===== src/rtl/arb_pkg.sv =====
`default_nettype none
`timescale 1ns/1ps
// +----------------------------------------------------------------------+
// | arb_pkg : shared types and sizes for the memory arbiter               |
// | Revision: 1.0                                                        |
// +----------------------------------------------------------------------+
package arb_pkg;

  localparam int NUM_REQ   = 2;
  localparam int ADDR_W    = 32;
  localparam int DATA_W    = 32;
  localparam int BMASK_W   = DATA_W / 8;
  localparam int REQ_IDX_W = (NUM_REQ > 1) ? $clog2(NUM_REQ) : 1;

  typedef enum logic [1:0] {
    ST_IDLE   = 2'd0,
    ST_ACCESS = 2'd1,
    ST_RSP    = 2'd2
  } arb_state_e;

  // Reads always fetch the whole word, so only writes carry the requester mask.
  function automatic logic [BMASK_W-1:0] access_bmask(input logic                we,
                                                      input logic [BMASK_W-1:0] bmask);
    return we ? bmask : {BMASK_W{1'b1}};
  endfunction

  function automatic logic [REQ_IDX_W-1:0] onehot_to_idx(input logic [NUM_REQ-1:0] oh);
    logic [REQ_IDX_W-1:0] idx;
    idx = '0;
    for (int i = 0; i < NUM_REQ; i++) begin
      if (oh[i]) idx = REQ_IDX_W'(i);
    end
    return idx;
  endfunction

endpackage
`default_nettype wire


===== src/rtl/mem_arbiter_if.sv =====
`default_nettype none
`timescale 1ns/1ps
// +----------------------------------------------------------------------+
// | mem_arbiter_if : requester and memory-side bus of the arbiter         |
// | Revision: 1.0                                                        |
// +----------------------------------------------------------------------+
interface mem_arbiter_if;
  import arb_pkg::*;

  logic [NUM_REQ-1:0]              i_req;
  logic [NUM_REQ-1:0]              i_we;
  logic [NUM_REQ-1:0][ADDR_W-1:0]  i_addr;
  logic [NUM_REQ-1:0][DATA_W-1:0]  i_wdata;
  logic [NUM_REQ-1:0][BMASK_W-1:0] i_bmask;
  logic [NUM_REQ-1:0]              o_gnt;
  logic [NUM_REQ-1:0]              o_rvalid;
  logic [DATA_W-1:0]               o_rdata;
  logic                            o_mem_en;
  logic                            o_mem_we;
  logic [ADDR_W-1:0]               o_mem_addr;
  logic [DATA_W-1:0]               o_mem_wdata;
  logic [BMASK_W-1:0]              o_mem_bmask;
  logic [DATA_W-1:0]               i_mem_rdata;
  logic                            o_busy;

  modport slave (
    input  i_req, i_we, i_addr, i_wdata, i_bmask, i_mem_rdata,
    output o_gnt, o_rvalid, o_rdata, o_mem_en, o_mem_we, o_mem_addr,
           o_mem_wdata, o_mem_bmask, o_busy
  );

  modport master (
    output i_req, i_we, i_addr, i_wdata, i_bmask, i_mem_rdata,
    input  o_gnt, o_rvalid, o_rdata, o_mem_en, o_mem_we, o_mem_addr,
           o_mem_wdata, o_mem_bmask, o_busy
  );

endinterface
`default_nettype wire


===== src/rtl/rr_picker.sv =====
`default_nettype none
`timescale 1ns/1ps
// +----------------------------------------------------------------------+
// | rr_picker : combinational round-robin winner select (one-hot out)     |
// | Revision: 1.0                                                        |
// +----------------------------------------------------------------------+
module rr_picker
  import arb_pkg::*;
(
  input  logic [NUM_REQ-1:0]   i_req,
  input  logic [REQ_IDX_W-1:0] i_last,
  output logic [NUM_REQ-1:0]   o_winner
);

  logic                 found;
  logic [REQ_IDX_W-1:0] idx;

  // Search starts just after the last winner, so it gets lowest priority.
  always_comb begin
    o_winner = '0;
    found    = 1'b0;
    idx      = '0;
    for (int off = 1; off <= NUM_REQ; off++) begin
      idx = REQ_IDX_W'((int'(i_last) + off) % NUM_REQ);
      if (!found && i_req[idx]) begin
        o_winner[idx] = 1'b1;
        found         = 1'b1;
      end
    end
  end

endmodule
`default_nettype wire


===== src/rtl/mem_arbiter.sv =====
`default_nettype none
`timescale 1ns/1ps
// +----------------------------------------------------------------------+
// | mem_arbiter : round-robin arbiter of LSU and loader onto one memory   |
// | Revision: 1.0                                                        |
// +----------------------------------------------------------------------+
module mem_arbiter
  import arb_pkg::*;
(
  input  logic         i_clk,
  input  logic         i_rst_n,
  mem_arbiter_if.slave bus
);

  arb_state_e           state_q,  state_d;
  logic [REQ_IDX_W-1:0] last_q,   last_d;
  logic [NUM_REQ-1:0]   winner_q, winner_d;
  logic                 we_q,     we_d;
  logic [ADDR_W-1:0]    addr_q,   addr_d;
  logic [DATA_W-1:0]    wdata_q,  wdata_d;
  logic [BMASK_W-1:0]   bmask_q,  bmask_d;

  logic [NUM_REQ-1:0]   pick;
  logic                 sel_we;
  logic [ADDR_W-1:0]    sel_addr;
  logic [DATA_W-1:0]    sel_wdata;
  logic [BMASK_W-1:0]   sel_bmask;

  logic [NUM_REQ-1:0]   gnt;
  logic [NUM_REQ-1:0]   rvalid;
  logic [DATA_W-1:0]    rdata;
  logic                 mem_en;
  logic                 mem_we;
  logic [ADDR_W-1:0]    mem_addr;
  logic [DATA_W-1:0]    mem_wdata;
  logic [BMASK_W-1:0]   mem_bmask;
  logic                 busy;

  rr_picker u_picker (
    .i_req    (bus.i_req),
    .i_last   (last_q),
    .o_winner (pick)
  );

  always_comb begin
    sel_we    = 1'b0;
    sel_addr  = '0;
    sel_wdata = '0;
    sel_bmask = '0;
    for (int i = 0; i < NUM_REQ; i++) begin
      if (pick[i]) begin
        sel_we    = bus.i_we[i];
        sel_addr  = bus.i_addr[i];
        sel_wdata = bus.i_wdata[i];
        sel_bmask = bus.i_bmask[i];
      end
    end
  end

  always_ff @(posedge i_clk or negedge i_rst_n) begin
    if (!i_rst_n) begin
      state_q  <= ST_IDLE;
      last_q   <= REQ_IDX_W'(NUM_REQ - 1);
      winner_q <= '0;
      we_q     <= 1'b0;
      addr_q   <= '0;
      wdata_q  <= '0;
      bmask_q  <= '0;
    end else begin
      state_q  <= state_d;
      last_q   <= last_d;
      winner_q <= winner_d;
      we_q     <= we_d;
      addr_q   <= addr_d;
      wdata_q  <= wdata_d;
      bmask_q  <= bmask_d;
    end
  end

  always_comb begin
    state_d   = state_q;
    last_d    = last_q;
    winner_d  = winner_q;
    we_d      = we_q;
    addr_d    = addr_q;
    wdata_d   = wdata_q;
    bmask_d   = bmask_q;
    gnt       = '0;
    rvalid    = '0;
    rdata     = '0;
    mem_en    = 1'b0;
    mem_we    = 1'b0;
    mem_addr  = '0;
    mem_wdata = '0;
    mem_bmask = '0;
    busy      = (state_q != ST_IDLE);

    unique case (state_q)
      ST_IDLE: begin
        // Payload is captured here so later requester changes cannot leak in.
        if (|bus.i_req) begin
          state_d  = ST_ACCESS;
          winner_d = pick;
          we_d     = sel_we;
          addr_d   = sel_addr;
          wdata_d  = sel_wdata;
          bmask_d  = access_bmask(sel_we, sel_bmask);
        end
      end
      ST_ACCESS: begin
        gnt       = winner_q;
        mem_en    = 1'b1;
        mem_we    = we_q;
        mem_addr  = addr_q;
        mem_wdata = wdata_q;
        mem_bmask = bmask_q;
        last_d    = onehot_to_idx(winner_q);
        state_d   = we_q ? ST_IDLE : ST_RSP;
      end
      ST_RSP: begin
        rvalid  = winner_q;
        rdata   = bus.i_mem_rdata;
        state_d = ST_IDLE;
      end
      default: state_d = ST_IDLE;
    endcase
  end

  assign bus.o_gnt       = gnt;
  assign bus.o_rvalid    = rvalid;
  assign bus.o_rdata     = rdata;
  assign bus.o_mem_en    = mem_en;
  assign bus.o_mem_we    = mem_we;
  assign bus.o_mem_addr  = mem_addr;
  assign bus.o_mem_wdata = mem_wdata;
  assign bus.o_mem_bmask = mem_bmask;
  assign bus.o_busy      = busy;

endmodule
`default_nettype wire


===== src/flat_wrapper.sv =====
// flat-port wrapper written by rule: the top's interface ports become plain ports
module mem_arbiter_flat import arb_pkg::*;
  (i_clk, i_rst_n, bus_i_req, bus_i_we, bus_i_addr, bus_i_wdata, bus_i_bmask, bus_i_mem_rdata, bus_o_gnt, bus_o_rvalid, bus_o_rdata, bus_o_mem_en, bus_o_mem_we, bus_o_mem_addr, bus_o_mem_wdata, bus_o_mem_bmask, bus_o_busy);
  mem_arbiter_if bus_i ();
  input  logic i_clk;
  input  logic i_rst_n;
  input wire logic [$bits(bus_i.i_req)-1:0] bus_i_req;
  input wire logic [$bits(bus_i.i_we)-1:0] bus_i_we;
  input wire logic [$bits(bus_i.i_addr)-1:0] bus_i_addr;
  input wire logic [$bits(bus_i.i_wdata)-1:0] bus_i_wdata;
  input wire logic [$bits(bus_i.i_bmask)-1:0] bus_i_bmask;
  input wire logic [$bits(bus_i.i_mem_rdata)-1:0] bus_i_mem_rdata;
  output wire logic [$bits(bus_i.o_gnt)-1:0] bus_o_gnt;
  output wire logic [$bits(bus_i.o_rvalid)-1:0] bus_o_rvalid;
  output wire logic [$bits(bus_i.o_rdata)-1:0] bus_o_rdata;
  output wire logic [$bits(bus_i.o_mem_en)-1:0] bus_o_mem_en;
  output wire logic [$bits(bus_i.o_mem_we)-1:0] bus_o_mem_we;
  output wire logic [$bits(bus_i.o_mem_addr)-1:0] bus_o_mem_addr;
  output wire logic [$bits(bus_i.o_mem_wdata)-1:0] bus_o_mem_wdata;
  output wire logic [$bits(bus_i.o_mem_bmask)-1:0] bus_o_mem_bmask;
  output wire logic [$bits(bus_i.o_busy)-1:0] bus_o_busy;
  assign bus_i.i_req = bus_i_req;
  assign bus_i.i_we = bus_i_we;
  assign bus_i.i_addr = bus_i_addr;
  assign bus_i.i_wdata = bus_i_wdata;
  assign bus_i.i_bmask = bus_i_bmask;
  assign bus_i.i_mem_rdata = bus_i_mem_rdata;
  assign bus_o_gnt = bus_i.o_gnt;
  assign bus_o_rvalid = bus_i.o_rvalid;
  assign bus_o_rdata = bus_i.o_rdata;
  assign bus_o_mem_en = bus_i.o_mem_en;
  assign bus_o_mem_we = bus_i.o_mem_we;
  assign bus_o_mem_addr = bus_i.o_mem_addr;
  assign bus_o_mem_wdata = bus_i.o_mem_wdata;
  assign bus_o_mem_bmask = bus_i.o_mem_bmask;
  assign bus_o_busy = bus_i.o_busy;
  mem_arbiter u_core (.i_clk(i_clk), .i_rst_n(i_rst_n), .bus(bus_i));
endmodule

===== config.mk =====
export PLATFORM = sky130hd
export DESIGN_NAME = mem_arbiter_flat
export DESIGN_NICKNAME = d
export VERILOG_FILES = /design/src/rtl/arb_pkg.sv /design/src/rtl/mem_arbiter_if.sv /design/src/rtl/rr_picker.sv /design/src/rtl/mem_arbiter.sv /design/src/flat_wrapper.sv
export SDC_FILE = /design/constraint.sdc
export NUM_CORES = 1
export LEC_CHECK = 0
export CORE_MARGIN = 5
export CORE_UTILIZATION = 34
export DETAILED_ROUTE_END_ITERATION = 12
export GPL_TIMING_DRIVEN = 0
export PLACE_DENSITY_LB_ADDON = 0.05
export SLEW_MARGIN = 20
export SYNTH_ARGS = -nofsm -noshare
export SYNTH_HDL_FRONTEND = slang
export SYNTH_SLANG_ARGS = --single-unit

===== constraint.sdc =====
create_clock -name i_clk -period 2.28 [get_ports i_clk]
set_clock_uncertainty 0.1 [all_clocks]
set_input_delay 0.684 -clock i_clk [delete_from_list [all_inputs] [get_ports i_clk]]
set_output_delay 0.684 -clock i_clk [all_outputs]
set_load 0.01 [all_outputs]

==> impl_metrics.json, run 1 <==
{
  "outcome": "finished with violations",
  "violations": "setup timing",
  "drive_gt1_share_pct": 37.43,
  "remaining_drc_errors": 0,
  "pre_cts_ws_ps": -752.5,
  "synth_flop_cell": "dfrtp_1",
  "yosys-top-cells-area": "dfrtp_1 49%, and2_1 18%, a222oi_1 17%",
  "grt_pass1_wl_microns": 23230,
  "synth_top_area_cell": "dfrtp_1",
  "synth_cell_type_count": 21,
  "fillers": 832,
  "endpoint": "bus_o_mem_wdata[22]",
  "ios": 281,
  "r2r-end": "u_core.wdata_q[29]$_DFFE_PN0P_",
  "finalSetupTns_ps": -6251,
  "die_h_microns": 115.2,
  "post-dp-hpwl_microns": 11790,
  "grt_max_degree": 53,
  "dieArea_sq_um": 13270,
  "r2r-start": "u_core.state_q[1]$_DFFE_PN0P_",
  "hold_buffers": 0,
  "p_per_area_nw_per_um2": 1210,
  "worst_slack_ps": -126.4,
  "worstMarginPinSlew_ps": 496.1,
  "root_buffer": "clkbuf_8",
  "start_util_pct": 34.71,
  "synth_edf_count": 0,
  "synth_most_common_cell": "and2_1",
  "end_kind": "primary output",
  "relSlewSlack_pct": 66.93,
  "path_clk_slew_ps": 70,
  "worstPathMaxFanout": 6,
  "core_sq_um": 10840,
  "clockBufferDepth": 2,
  "register_area_sq_um": 1853,
  "ir_worst_vdd_uv": 566.0,
  "vias_per_cell": 4.963,
  "netlist_area_sq_um": 3762,
  "grt_usage_pct": 22.61,
  "multi_input_area_sq_um": 1682,
  "die_w_microns": 115.2,
  "worstHoldPathType": "input pin to asynchronous set/reset pin",
  "setup_viol": 82,
  "htreeDepth": 3,
  "cts_tree": "yes",
  "finalNetCount": 862,
  "syn_inst": 369,
  "clk_latency_ps": 340,
  "antenna_left": 0,
  "period_share_pct": 105.5,
  "critPathKind": "flip-flop to primary output",
  "place_congestion": 0.8183,
  "critical_path_required_ps": 1500,
  "portBuffers": 280,
  "seq_area_frac_synth_pct": 49.25,
  "final_cell_area_sq_um": 7561,
  "wl_per_cell_microns": 19.38,
  "synth_common_cells": "106 x and2_1, 73 x dfrtp_1, 67 x inv_1",
  "wl_microns": 16130,
  "post_dp_cell_area_sq_um": 6765,
  "syn-num-nets": 543,
  "rows": 38,
  "rsz0062_at_grt": "true",
  "finalHoldViolations": 0,
  "dr.pass1.iters": 6,
  "syn_avg_cell_area_sq_um": 10.20,
  "num_antenna_cells": 0,
  "fin_crit_ps": 2406,
  "synth_top_cell_area_share_pct": 48.55,
  "max_freq_mhz": 415.6,
  "synth_seq_cells": 74,
  "slew_violations": 0,
  "antenna_found_initial": 0,
  "grt_pass1_vias": 4329,
  "utilization_pct": 69.75,
  "power_leakage_nw": 3.746,
  "async_reset_ff_share_pct": 100.0,
  "maxCapViolCount": 0,
  "via_count": 4129,
  "cts.sinks": 74,
  "ys_warn_count": 0,
  "crit_arrival_ps": 1620,
  "critPathLaunchType": "flip-flop",
  "ff2ff_path_depth": 7,
  "worstSetupStartpoint": "u_core.state_q[0]$_DFFE_PN0P_",
  "r2r_slack_ps": 330,
  "initialDrtViolationCount": 391,
  "area_growth_pct": 101.0,
  "globalRoute.totalOverflow": 0,
  "numCtsBuffers": 9
}
critical path, cell delays in order, from the launching register on:
cell     delay [ps]
dfrtp_1         400
nor2b_4         270
buf_8           160
buf_4           110
buf_6           110
and2_4          140
buf_6           100
registers in the layout, indices dropped and copies added (netlist names):
signal and flops:
u_core.addr_q 32, u_core.wdata_q 32, u_core.bmask_q 4, u_core.state_q 2, u_core.winner_q 2, u_core.last_q 1, u_core.we_q 1
per-stage QoR:
stage	hold slack [ps]	power, W	instances
after floorplan	288.4	0.004621	369
after global placement	332.0	0.006765	789
after detailed placement	338.5	0.006876	790
after CTS	137.9	0.008330	827
after global routing	139.5	0.009747	832
final	134.4	0.009146	832
area by class of cell:
class	count	share of cell area (%)
inverter	68	3.376
multi-input combinational	195	22.24
tap	140	2.317
timing repair buffer	312	41.65
sequential	74	24.51
clock inverter	3	0.1986
buffer	28	3.657
clock buffer	12	2.052
cells by family (layout without fill, tap and decap cells):
kind of cell    Yosys count  in the layout  synth area share (%)
simple gates            114            114                 18.82
buf+inv                 100            423                 11.51
compound gates           81             81                 20.42
flops                    74             74                 49.25
routing by layer:
metal	wire (microns)	vias to the layer above	GRT usage, %
li1	-	1942	-
met1	5757	1992	25.14
met2	8680	179	41.51
met3	1459	16	7.105
met4	231	0	6.103
met5	0	-	0
report_power, final:
part	internal, W	switching (W)
Sequential	0.00196	0.000333
Combinational	0.00343	0.00250
Clock	0.000444	0.000478
Total	0.00584	0.00331
cell usage in the layout (no fill, tap or decap), types with 3 or more instances in the layout:
master             n
and2_1            30
a22oi_1            4
clkbuf_1           6
clkinv_2           3
and2_4            76
clkbuf_8          12
clkdlybuf4s50_1  172
buf_4             16
inv_1             67
a21o_1             3
dfrtp_1           73
a222oi_1          64
nor2_1             4
buf_6            100
buf_2             32
buf_8              5
a21oi_1            5
clkbuf_16          5
worst min path at each step:
stage,end,cells past startpoint
after floorplan,u_core.addr_q[0]$_DFFE_PN0P_,0
after global placement,u_core.state_q[1]$_DFFE_PN0P_,1
after detailed placement,u_core.state_q[1]$_DFFE_PN0P_,1
after CTS,u_core.addr_q[4]$_DFFE_PN0P_,1
after global routing,u_core.addr_q[5]$_DFFE_PN0P_,1
final,u_core.addr_q[4]$_DFFE_PN0P_,1
timing repair:
action                     in CTS  in global routing
buffers inserted               19                  6
setup endpoints to repair     107                102
cloned                          3                  5
resized for setup             536                125
pin swaps                      31                 35
(Power assumes the default switching activity.)
==> run 2: changes to the inputs <==
--- a/config.mk
+++ b/config.mk
@@ -10,6 +10,7 @@
 export DETAILED_ROUTE_END_ITERATION = 12
 export GPL_TIMING_DRIVEN = 0
 export PLACE_DENSITY_LB_ADDON = 0.05
+export RECOVER_POWER = 50
 export SLEW_MARGIN = 20
 export SYNTH_ARGS = -nofsm -noshare
 export SYNTH_HDL_FRONTEND = slang
==> impl_metrics.json, run 2 (synthesized netlist as in run 1, its figures left out) <==
{
  "outcome": "finished with violations",
  "violations": "setup timing",
  "cpPeakStageDelay_ps": 400,
  "dieArea_sq_um": 13270,
  "core_sq_um": 10840,
  "area_growth_pct": 100.3,
  "p_clk_share_pct": 10.0,
  "dr.pass1.iters": 8,
  "reg_top3": "u_core.addr_q (32), u_core.wdata_q (32), u_core.bmask_q (4)",
  "worst_slack_ps": -114.9,
  "end_kind": "primary output",
  "critical_path.top_delay_family": "buffers and inverters",
  "antenna_left": 0,
  "path_clk_slew_ps": 70,
  "grt_pass1_wl_microns": 23230,
  "cts.sinks": 74,
  "maxCapViolCount": 0,
  "power_leakage_nw": 3.734,
  "layout_commonest_cell": "clkdlybuf4s50_1",
  "critPathLaunchType": "flip-flop",
  "post_dp_cell_area_sq_um": 6765,
  "register_area_sq_um": 1853,
  "slew_violations": 0,
  "max_freq_mhz": 417.5,
  "ios": 281,
  "htreeDepth": 3,
  "multi_input_area_sq_um": 1682,
  "fin_crit_ps": 2395,
  "worstPathMaxFanout": 9,
  "critical_path_required_ps": 1500,
  "remaining_drc_errors": 0,
  "numCtsBuffers": 9,
  "post-dp-hpwl_microns": 11790,
  "via_count": 4130,
  "drt-met1-wl_microns": 5638,
  "grt_max_degree": 53,
  "top_layer": "met4",
  "ir_worst_vdd_uv": 560.0,
  "wl_per_cell_microns": 19.31,
  "period_share_pct": 105.0,
  "rsz0062_at_grt": "true",
  "grt_pass1_vias": 4329,
  "finalHoldViolations": 0,
  "slowest_stage": "dfrtp_1",
  "clk_latency_ps": 330,
  "num_antenna_cells": 0,
  "worstHoldPathType": "flip-flop to flip-flop",
  "portBuffers": 280,
  "p_seq_share_pct": 25.2,
  "finalNetCount": 862,
  "routed-wl-met3_microns": 1475,
  "cts_tree": "yes",
  "drive_gt1_share_pct": 37.28,
  "p_per_area_nw_per_um2": 1210,
  "root_buffer": "clkbuf_8",
  "cp_cell_sequence": "nor2b_4 -> buf_12 -> clkbuf_16 -> and2_1 -> buf_2",
  "antenna_found_initial": 0,
  "final_cell_mix": "172 x clkdlybuf4s50_1, 100 x buf_6, 76 x and2_4",
  "wl_met2_microns": 8783,
  "path_buf_inv": 3,
  "relSlewSlack_pct": 14.50,
  "crit_arrival_ps": 1610,
  "place_congestion": 0.8183,
  "globalRoute.totalOverflow": 0,
  "final_cell_area_sq_um": 7537,
  "wl_microns": 16070,
  "clockBufferDepth": 2,
  "swShare_pct": 36.04,
  "critPathKind": "flip-flop to primary output",
  "die_h_microns": 115.2,
  "comb_power_share_pct": 64.9,
  "setup_viol": 79,
  "rows": 38,
  "vias_per_cell": 4.964,
  "worstMarginPinSlew_ps": 1282,
  "p_int_w": 0.005833,
  "hold_buffers": 0,
  "finalSetupTns_ps": -5426,
  "initialDrtViolationCount": 385,
  "power_switching_w": 0.003287,
  "start_util_pct": 34.71,
  "die_w_microns": 115.2,
  "grt_usage_pct": 22.61,
  "fillers": 836
}
## run 2: path summary, 6_finish.rpt
path / slack (ps) / depth (start not counted) / endpoint / from
worst min-delay path: 350 / 1 / u_core.state_q[1]$_DFFE_PN0P_ / u_core.we_q$_DFFE_PN0P_
worst max-delay path: -110 / 5 / bus_o_mem_wdata[3] / u_core.state_q[0]$_DFFE_PN0P_
worst min register to register: 350 / 1 / u_core.state_q[1]$_DFFE_PN0P_ / u_core.we_q$_DFFE_PN0P_
worst max register to register: 340 / 7 / u_core.bmask_q[2]$_DFFE_PN0P_ / u_core.state_q[1]$_DFFE_PN0P_
max in group asynchronous: 230 / 2 / u_core.wdata_q[21]$_DFFE_PN0P_ / i_rst_n
min in group asynchronous: 500 / 1 / u_core.addr_q[4]$_DFFE_PN0P_ / i_rst_n
## run 2: cell type report
class / count / area share [%]
flip-flops and latches: 74 / 24.59
repair buffers: 312 / 41.47
multi-input cells: 195 / 22.31
clock buffers: 12 / 2.058
inverters: 68 / 3.386
clock inverters: 3 / 0.1992
well taps: 140 / 2.324
plain buffers: 28 / 3.669
## run 2: metrics by stage
step	utilization, %	total power [W]	instances	setup WS (ps)	hold WS [ps]
after floorplan	-	0.004621	369	312.4	288.4
after global placement	62.18	0.006765	789	-2293	332.0
after detailed placement	62.41	0.006876	790	-752.5	338.5
after CTS	65.78	0.008330	827	-193.7	137.9
after global routing	69.53	0.009741	832	-184.2	391.3
final	69.53	0.009120	832	-114.9	351.8
## run 2: power groups by stage
| stage | logic, W | registers (W) | clock network (W) |
|---|---|---|---|
| final | 0.00592 | 0.00230 | 0.000908 |
| after global routing | 0.00637 | 0.00237 | 0.000999 |
| after CTS | 0.00512 | 0.00226 | 0.000949 |
| after detailed placement | 0.00460 | 0.00228 | 0 |
| after global placement | 0.00452 | 0.00225 | 0 |
| after floorplan | 0.00243 | 0.00219 | 0 |
## run 2: layer usage
layer / vias to the layer above / GRT usage (%)
met5: - / 0
met3: 12 / 7.105
li1: 1942 / -
met2: 182 / 41.51
met4: 0 / 6.103
met1: 1994 / 25.14
## run 2: timing repair
action	4_1_cts	5_1_grt
gates resized for setup	536	125
pin swaps	31	35
setup buffers	19	6
hold endpoints to repair	0	0
cloned	3	5
endpoints found under the setup margin	107	102
==> run 3: changes to the inputs <==
--- a/config.mk
+++ b/config.mk
@@ -11,7 +11,6 @@
 export GPL_TIMING_DRIVEN = 0
 export PLACE_DENSITY_LB_ADDON = 0.05
 export RECOVER_POWER = 50
-export SLEW_MARGIN = 20
 export SYNTH_ARGS = -nofsm -noshare
 export SYNTH_HDL_FRONTEND = slang
 export SYNTH_SLANG_ARGS = --single-unit
==> results of run 3 <==
No change in the layout: final DEF, timing and power equal those of run 2.
